`src/rtl/motor_drive_pwm.sv`:
```
// motor_drive_pwm: N-channel H-bridge drive. Each channel has a shared-period
// PWM, a duty ramp toward the commanded target, a ramp-down plus dead-time
// sequence on direction reversal, and an immediate collision kill.
module motor_drive_pwm #(
  parameter int N_CH         = 2,
  parameter int CLK_HZ       = 50_000_000,
  parameter int PWM_HZ       = 80,
  parameter int MAX_DUTY     = 80,
  parameter int RAMP_STEP    = 10,
  parameter int DEAD_PERIODS = 2
) (
  input  logic              clk,
  input  logic              rst_n,
  input  logic [7*N_CH-1:0] duty_cmd,
  input  logic [2*N_CH-1:0] mode_cmd,
  input  logic              collision,
  output logic [N_CH-1:0]   hb_en,
  output logic [N_CH-1:0]   hb_in1,
  output logic [N_CH-1:0]   hb_in2,
  output logic              period_tick,
  output logic [N_CH-1:0]   at_target
);

  localparam int PERIOD_CNT = CLK_HZ / PWM_HZ;
  localparam int UNIT       = PERIOD_CNT / 100;
  localparam int CW         = $clog2(PERIOD_CNT + 1);
  localparam int DW         = $clog2(DEAD_PERIODS + 2);

  localparam logic [1:0]    M_COAST = 2'b00;
  localparam logic [1:0]    M_FWD   = 2'b01;
  localparam logic [1:0]    M_REV   = 2'b10;
  localparam logic [1:0]    M_BRAKE = 2'b11;
  localparam logic [6:0]    MAX_D   = 7'(MAX_DUTY);
  localparam logic [6:0]    STEP    = 7'(RAMP_STEP);
  localparam logic [CW-1:0] LAST    = CW'(PERIOD_CNT - 1);
  localparam logic [CW-1:0] UNIT_C  = CW'(UNIT);
  localparam logic [DW-1:0] DEAD_C  = DW'(DEAD_PERIODS);

  typedef enum logic [1:0] {
    S_RUN       = 2'd0,
    S_RAMP_DOWN = 2'd1,
    S_DEAD      = 2'd2
  } state_t;

  logic [CW-1:0] r_cnt;
  logic          r_tick;
  logic          w_bnd;
  logic          w_start;

  assign w_bnd       = (r_cnt == LAST);
  assign w_start     = (r_cnt == '0);
  assign period_tick = r_tick;

  // Shared period counter; the tick is registered so it lines up with the pins.
  always_ff @(posedge clk or negedge rst_n) begin
    if (!rst_n) begin
      r_cnt  <= '0;
      r_tick <= 1'b0;
    end else begin
      r_cnt  <= w_bnd ? '0 : r_cnt + CW'(1);
      r_tick <= w_bnd;
    end
  end

  generate
    for (genvar gi = 0; gi < N_CH; gi++) begin : g_ch
      logic [6:0]    w_dcmd;
      logic [6:0]    w_tgt;
      logic [6:0]    w_duty_eff;
      logic [6:0]    w_ramp;
      logic [6:0]    w_dn;
      logic [6:0]    w_duty_next;
      logic [7:0]    w_sum;
      logic [1:0]    w_mcmd;
      logic [1:0]    w_am_next;
      logic          w_cmd_drive;
      logic          w_am_drive;
      state_t        w_state_next;
      logic [DW-1:0] w_dcnt_next;
      logic [CW-1:0] w_on;

      logic [6:0]    r_duty;
      logic [1:0]    r_am;
      state_t        r_state;
      logic [DW-1:0] r_dcnt;
      logic [CW-1:0] r_on;
      logic          r_en;
      logic          r_in1;
      logic          r_in2;
      logic          r_at;

      assign w_dcmd      = duty_cmd[7*gi +: 7];
      assign w_mcmd      = mode_cmd[2*gi +: 2];
      // Anything above the clamp (including 101..127) collapses to MAX_DUTY.
      assign w_tgt       = (w_dcmd > MAX_D) ? MAX_D : w_dcmd;
      assign w_cmd_drive = (w_mcmd == M_FWD) || (w_mcmd == M_REV);
      assign w_am_drive  = (r_am == M_FWD) || (r_am == M_REV);
      // A collision makes every decision see a stopped motor.
      assign w_duty_eff  = collision ? 7'd0 : r_duty;
      assign w_sum       = {1'b0, w_duty_eff} + {1'b0, STEP};
      assign w_dn        = ((STEP == 7'd0) || (w_duty_eff <= STEP)) ? 7'd0 : w_duty_eff - STEP;
      // On-count is only reloaded at the top of the period so duty never changes mid-period.
      assign w_on        = w_start ? CW'(r_duty) * UNIT_C : r_on;

      // One ramp step toward the clamped target, saturating at the target.
      always_comb begin
        w_ramp = w_tgt;
        if (STEP != 7'd0) begin
          if (w_duty_eff < w_tgt) begin
            w_ramp = (w_sum >= {1'b0, w_tgt}) ? w_tgt : w_sum[6:0];
          end else if (w_duty_eff > w_tgt) begin
            w_ramp = ((w_duty_eff - w_tgt) <= STEP) ? w_tgt : w_duty_eff - STEP;
          end
        end
      end

      // Boundary-sampled mode/duty sequencing: RUN, RAMP_DOWN before reversal, then DEAD.
      always_comb begin
        w_state_next = r_state;
        w_am_next    = r_am;
        w_duty_next  = r_duty;
        w_dcnt_next  = r_dcnt;
        if (w_bnd) begin
          case (r_state)
            S_RUN: begin
              if (w_cmd_drive && w_am_drive && (w_mcmd != r_am)) begin
                if (w_duty_eff != 7'd0) begin
                  w_state_next = S_RAMP_DOWN;
                  w_duty_next  = w_dn;
                end else begin
                  w_state_next = S_DEAD;
                  w_dcnt_next  = DEAD_C;
                end
              end else if (!w_cmd_drive) begin
                w_am_next   = w_mcmd;
                w_duty_next = 7'd0;
              end else begin
                // Coast/brake -> drive also lands here; duty is 0 so the ramp starts from 0.
                w_am_next   = w_mcmd;
                w_duty_next = w_ramp;
              end
            end
            S_RAMP_DOWN: begin
              if (w_duty_eff == 7'd0) begin
                w_state_next = S_DEAD;
                w_dcnt_next  = DEAD_C;
              end else begin
                w_duty_next = w_dn;
              end
            end
            S_DEAD: begin
              if (!collision) begin
                if (r_dcnt <= DW'(1)) begin
                  w_state_next = S_RUN;
                  w_am_next    = w_mcmd;
                  w_dcnt_next  = '0;
                end else begin
                  w_dcnt_next = r_dcnt - DW'(1);
                end
              end
            end
            default: begin
              w_state_next = S_RUN;
            end
          endcase
        end
        if (collision) begin
          w_duty_next = 7'd0;
        end
      end

      // Channel state registers.
      always_ff @(posedge clk or negedge rst_n) begin
        if (!rst_n) begin
          r_state <= S_RUN;
          r_am    <= M_COAST;
          r_duty  <= 7'd0;
          r_dcnt  <= '0;
          r_on    <= '0;
        end else begin
          r_state <= w_state_next;
          r_am    <= w_am_next;
          r_duty  <= w_duty_next;
          r_dcnt  <= w_dcnt_next;
          r_on    <= collision ? '0 : w_on;
        end
      end

      // Registered bridge pins and at-target flag.
      always_ff @(posedge clk or negedge rst_n) begin
        if (!rst_n) begin
          r_en  <= 1'b0;
          r_in1 <= 1'b0;
          r_in2 <= 1'b0;
          r_at  <= 1'b0;
        end else begin
          r_at  <= (r_state == S_RUN) && (r_duty == w_tgt);
          r_en  <= 1'b0;
          r_in1 <= 1'b0;
          r_in2 <= 1'b0;
          if (r_state != S_DEAD) begin
            case (r_am)
              M_FWD: begin
                r_en  <= !collision && (r_cnt < w_on);
                r_in2 <= 1'b1;
              end
              M_REV: begin
                r_en  <= !collision && (r_cnt < w_on);
                r_in1 <= 1'b1;
              end
              M_BRAKE: begin
                r_en <= !collision;
              end
              default: begin
                r_en <= 1'b0;
              end
            endcase
          end
        end
      end

      assign hb_en[gi]     = r_en;
      assign hb_in1[gi]    = r_in1;
      assign hb_in2[gi]    = r_in2;
      assign at_target[gi] = r_at;
    end
  endgenerate

endmodule
```
`config.mk`:
```
export PLATFORM = sky130hd
export DESIGN_NAME = motor_drive_pwm
export DESIGN_NICKNAME = d
export VERILOG_FILES = /design/src/rtl/motor_drive_pwm.sv
export SDC_FILE = /design/constraint.sdc
export NUM_CORES = 1
export LEC_CHECK = 0
export ABC_AREA = 1
export ABC_CLOCK_PERIOD_IN_PS = 4100
export BUFFER_PORTS_ARGS = -buffer_cell sky130_fd_sc_hd__buf_2
export CORE_MARGIN = 2
export CORE_UTILIZATION = 45
export DETAILED_ROUTE_END_ITERATION = 12
export HOLD_SLACK_MARGIN = 0.1
export PLACE_DENSITY = 0.65
export SLEW_MARGIN = 5
export SYNTH_ARGS = -nofsm -noshare
export SYNTH_HDL_FRONTEND = slang
export SYNTH_SLANG_ARGS = --single-unit
```
`constraint.sdc`:
```
create_clock -name clk -period 4.1 [get_ports clk]
set_clock_uncertainty 0.1 [all_clocks]
set_input_delay 0.615 -clock clk [delete_from_list [all_inputs] [get_ports clk]]
set_output_delay 0.615 -clock clk [all_outputs]
set_load 0.01 [all_outputs]
```
==> results_dict.tcl <==
set metrics [dict create \
    status "finished, violations left" \
    failed_checks "negative setup slack" \
    grt_pass1_wl_mm 48.20 \
    p_sw_share_pct 26.56 \
    yosysUniqueCellTypes 53 \
    clk_pin_slew_worst_paths_ns 0.07 \
    multi_input_area_mm2 0.008029 \
    final_max_slew_viol_count 0 \
    ys_ff_latch 95 \
    cp_top_family "adder cells" \
    leakage_nw 6.973 \
    cp-start-kind "flop" \
    power.clock.fraction_pct 43.5 \
    p_int_mw 1.482 \
    final_cells 1865 \
    power_switching_mw 0.5359 \
    maxCapViolCount 0 \
    yosysWarnings 0 \
    drc 0 \
    synth_top_area_cell "dfrtp_1" \
    antenna_left 0 \
    die_width_um 156.5 \
    io_pins 30 \
    synth_area_leaders "dfrtp_1, ha_1, nand2_1, inv_1, nor2_1" \
    netlist.area_leader.share_pct 22.71 \
    fmax_mhz 236.5 \
    grt_use_total_pct 24.47 \
    avgRoutedWirePerCell_um 15.33 \
    fillers 2197 \
    worstPathCellList "ha_2 -> xor2_2 -> ha_2 -> fa_1 -> ha_4 -> ha_4 -> nand2_1 -> inv_1 -> a21oi_2 -> o31ai_2 -> buf_4 -> xnor2_1 -> nor2_1 -> a21oi_2 -> ha_1 -> a21oi_1 -> o21ai_0 -> nor2_1 -> nand2_1 -> nand2_1 -> nand2_1 -> a21oi_2" \
    layout-drive-gt1-share_pct 19.75 \
    combPwrFrac_pct 10.0 \
    ir_drop_mv 0.1869 \
    dr.first_iter.drc_count 529 \
    finalSetupViolations 2 \
    grt_pass1_vias 9900 \
    synth_edf_count 0 \
    grt_max_degree 96 \
    clock-sinks 95 \
    synthCells 1449 \
    clk_latency_ns 0.36 \
    cts_hold_buf 0 \
    tritoncts "built" \
    critPathBufInv 2 \
    final-seq-area_mm2 0.002385 \
    layout_min_cycle_time_ns 4.229 \
    coreArea_mm2 0.02271 \
    synth_common_cells "nand2_1, ha_1, inv_1" \
    globalplace.congestion 0.9165 \
    tightest_slew_ns 0.6129 \
    via_per_inst 5.271 \
    hold_viol_final 0 \
    syn_area_mm2 0.01047 \
    max_stage_delay_ns 0.51 \
    start_util_pct 46.09 \
    p_seq_share_pct 46.5 \
    cp_slowest_cell "fa_1" \
    synth-main-ff-cell "dfrtp_1" \
    crit_top_cell "nand2_1" \
    fin_crit_sh_pct 103.1 \
    end_kind "flop" \
    port_buffers 29 \
    yosysSeqAreaShare_pct 22.71 \
    slew_headroom_pct 59.09 \
    syn_nets 1668 \
    arrival_ns 4.42 \
    power_density_mw_per_mm2 158.1 \
    area_delta_synth_final_pct 21.97 \
    dr.pass1.iters 5 \
    n_antenna_cell 0 \
    gr-total-overflow 0 \
    hold_class "input pin to async pin" \
    antenna_found_initial 0 \
    rsz0062_at_grt "yes" \
    hpwlAfterDp_mm 22.06 \
    synthArstFlopShare_pct 100.0 \
    synth_most_common_cell "nand2_1" \
    die_h_um 156.5 \
    cts-root-buf "clkbuf_16" \
    critPathMaxFanout 3 \
    cts.path.max_buffers 2 \
    num_rows 55 \
    dieArea_mm2 0.02449 \
    fin_total_pwr_mw 2.018 \
    cts-htree-levels 3 \
    fin_nets 1794 \
    cp.required_ns 4.29 \
    setup_ws_ns -0.1289 \
    worstSetupPathType "flop to flop" \
    place_inst 1832 \
    avgSynthCellArea_um2 7.223 \
    totalWireLength_mm 28.58 \
    vias 9831 \
    cts_buffers 9 \
]
-- registers in the layout, indices dropped and copies added (netlist names) --
name,cells
g_ch.r_duty,14
g_ch.r_state,4
g_ch.r_en,2
g_ch.r_dcnt,4
g_ch.r_at,2
g_ch.r_am,4
r_cnt,20
g_ch.r_on,40
period_tick,1
g_ch.r_in1,2
g_ch.r_in2,2
-- routing by layer --
layer	vias up	share of wire [%]	track usage [%]
li1	5038	-	-
met1	4545	46	32.82
met2	198	47	41.26
met3	50	3.6	2.215
met4	0	2.7	8.694
met5	-	0	0
-- final cells by class --
| type | instances | share of cell area, % |
|---|---|---|
| clock buffer | 11 | 1.823 |
| clock inverter | 5 | 0.5293 |
| inverter | 178 | 5.253 |
| multi-input combinational | 1149 | 62.89 |
| sequential | 95 | 18.68 |
| tap | 285 | 2.793 |
| timing repair buffer | 142 | 8.027 |
-- what timing repair did --
| item | 4_1_cts | 5_1_grt |
|---|---|---|
| resized for setup | 64 | 63 |
| pin swaps | 35 | 36 |
| setup buffers | 12 | 5 |
| setup endpoints to repair | 2 | 5 |
-- path summary, 6_finish.rpt --
path	startpoint	slack, ns	cells past startpoint	endpoint
min reg2reg	g_ch[1].r_dcnt[1]	0.40	2	g_ch[1].r_dcnt[1]
max in group asynchronous	rst_n	3.25	2	g_ch[0].r_duty[3]
min in group clk	g_ch[1].r_dcnt[1]	0.40	2	g_ch[1].r_dcnt[1]
min	rst_n	0.20	2	g_ch[1].r_duty[5]
max	g_ch[1].r_duty[4]	-0.13	22	g_ch[1].r_en
max reg2reg	g_ch[1].r_duty[4]	-0.13	22	g_ch[1].r_en
-- power groups by stage --
stage | registers, mW | clock network [mW] | logic [mW]
after floorplan | 0.956 | 0 | 0.129
after global placement | 0.956 | 0 | 0.200
after detailed placement | 0.956 | 0 | 0.202
after CTS | 0.938 | 0.896 | 0.203
after global routing | 0.938 | 0.932 | 0.233
final | 0.938 | 0.878 | 0.201
-- per-stage QoR --
step / setup WS (ns) / hold WS, ns / area [um^2] / util (%) / setup TNS, ns
6_report: -0.1289 / 0.1977 / 12770 / 56.21 / -0.2367
5_1_grt: -0.3228 / 0.2645 / 12770 / 56.21 / -0.6643
4_1_cts: -0.08562 / 0.2396 / 12390 / 54.58 / -0.1660
3_5_place_dp: -0.2916 / 0.3862 / 11650 / 51.29 / -0.5064
3_3_place_gp: -0.2532 / 0.3899 / 11650 / 51.29 / -0.4009
2_1_floorplan: -0.005768 / 0.2194 / 10570 / - / -0.005768
-- worst reg2reg max path, cell delays in order (launching register included) --
cell	delay, ns
dfrtp_1	0.44
ha_2	0.25
xor2_2	0.16
ha_2	0.29
fa_1	0.51
ha_4	0.30
ha_4	0.20
nand2_1	0.10
inv_1	0.08
a21oi_2	0.16
o31ai_2	0.08
buf_4	0.14
xnor2_1	0.20
nor2_1	0.09
a21oi_2	0.15
ha_1	0.26
a21oi_1	0.13
o21ai_0	0.09
nor2_1	0.11
nand2_1	0.08
nand2_1	0.06
nand2_1	0.06
a21oi_2	0.11
-- cells in the final DEF (no fill, tap or decap), drive strengths merged, types with 4 or more instances in the layout --
master | netlist | layout
nand2 | 348 | 348
ha | 182 | 182
inv | 178 | 179
nor2 | 174 | 174
buf | 20 | 142
nand3 | 98 | 98
dfrtp | 95 | 95
a21oi | 77 | 77
o21ai | 70 | 70
xor2 | 33 | 33
nand4 | 25 | 25
nor3 | 22 | 22
xnor2 | 19 | 19
fa | 16 | 16
nor4 | 12 | 12
clkbuf | 7 | 11
or2 | 11 | 11
mux2i | 9 | 9
a21o | 8 | 8
o211ai | 7 | 7
nand3b | 5 | 5
a21boi | 5 | 5
o2111ai | 4 | 4
o31ai | 4 | 4
-- kinds of logic after synthesis --
family,Yosys count,synth area share (%)
buffers and inverters,205,7.926
AND/OR/NAND/NOR,701,29.22
AO/OA/AOI/OAI,189,10.11
XOR/XNOR,52,4.351
adder cells (fa/ha/maj),198,24.82
multiplexers,9,0.8608
flip-flops,95,22.71
No activity file was read; power rests on OpenSTA's default activity.
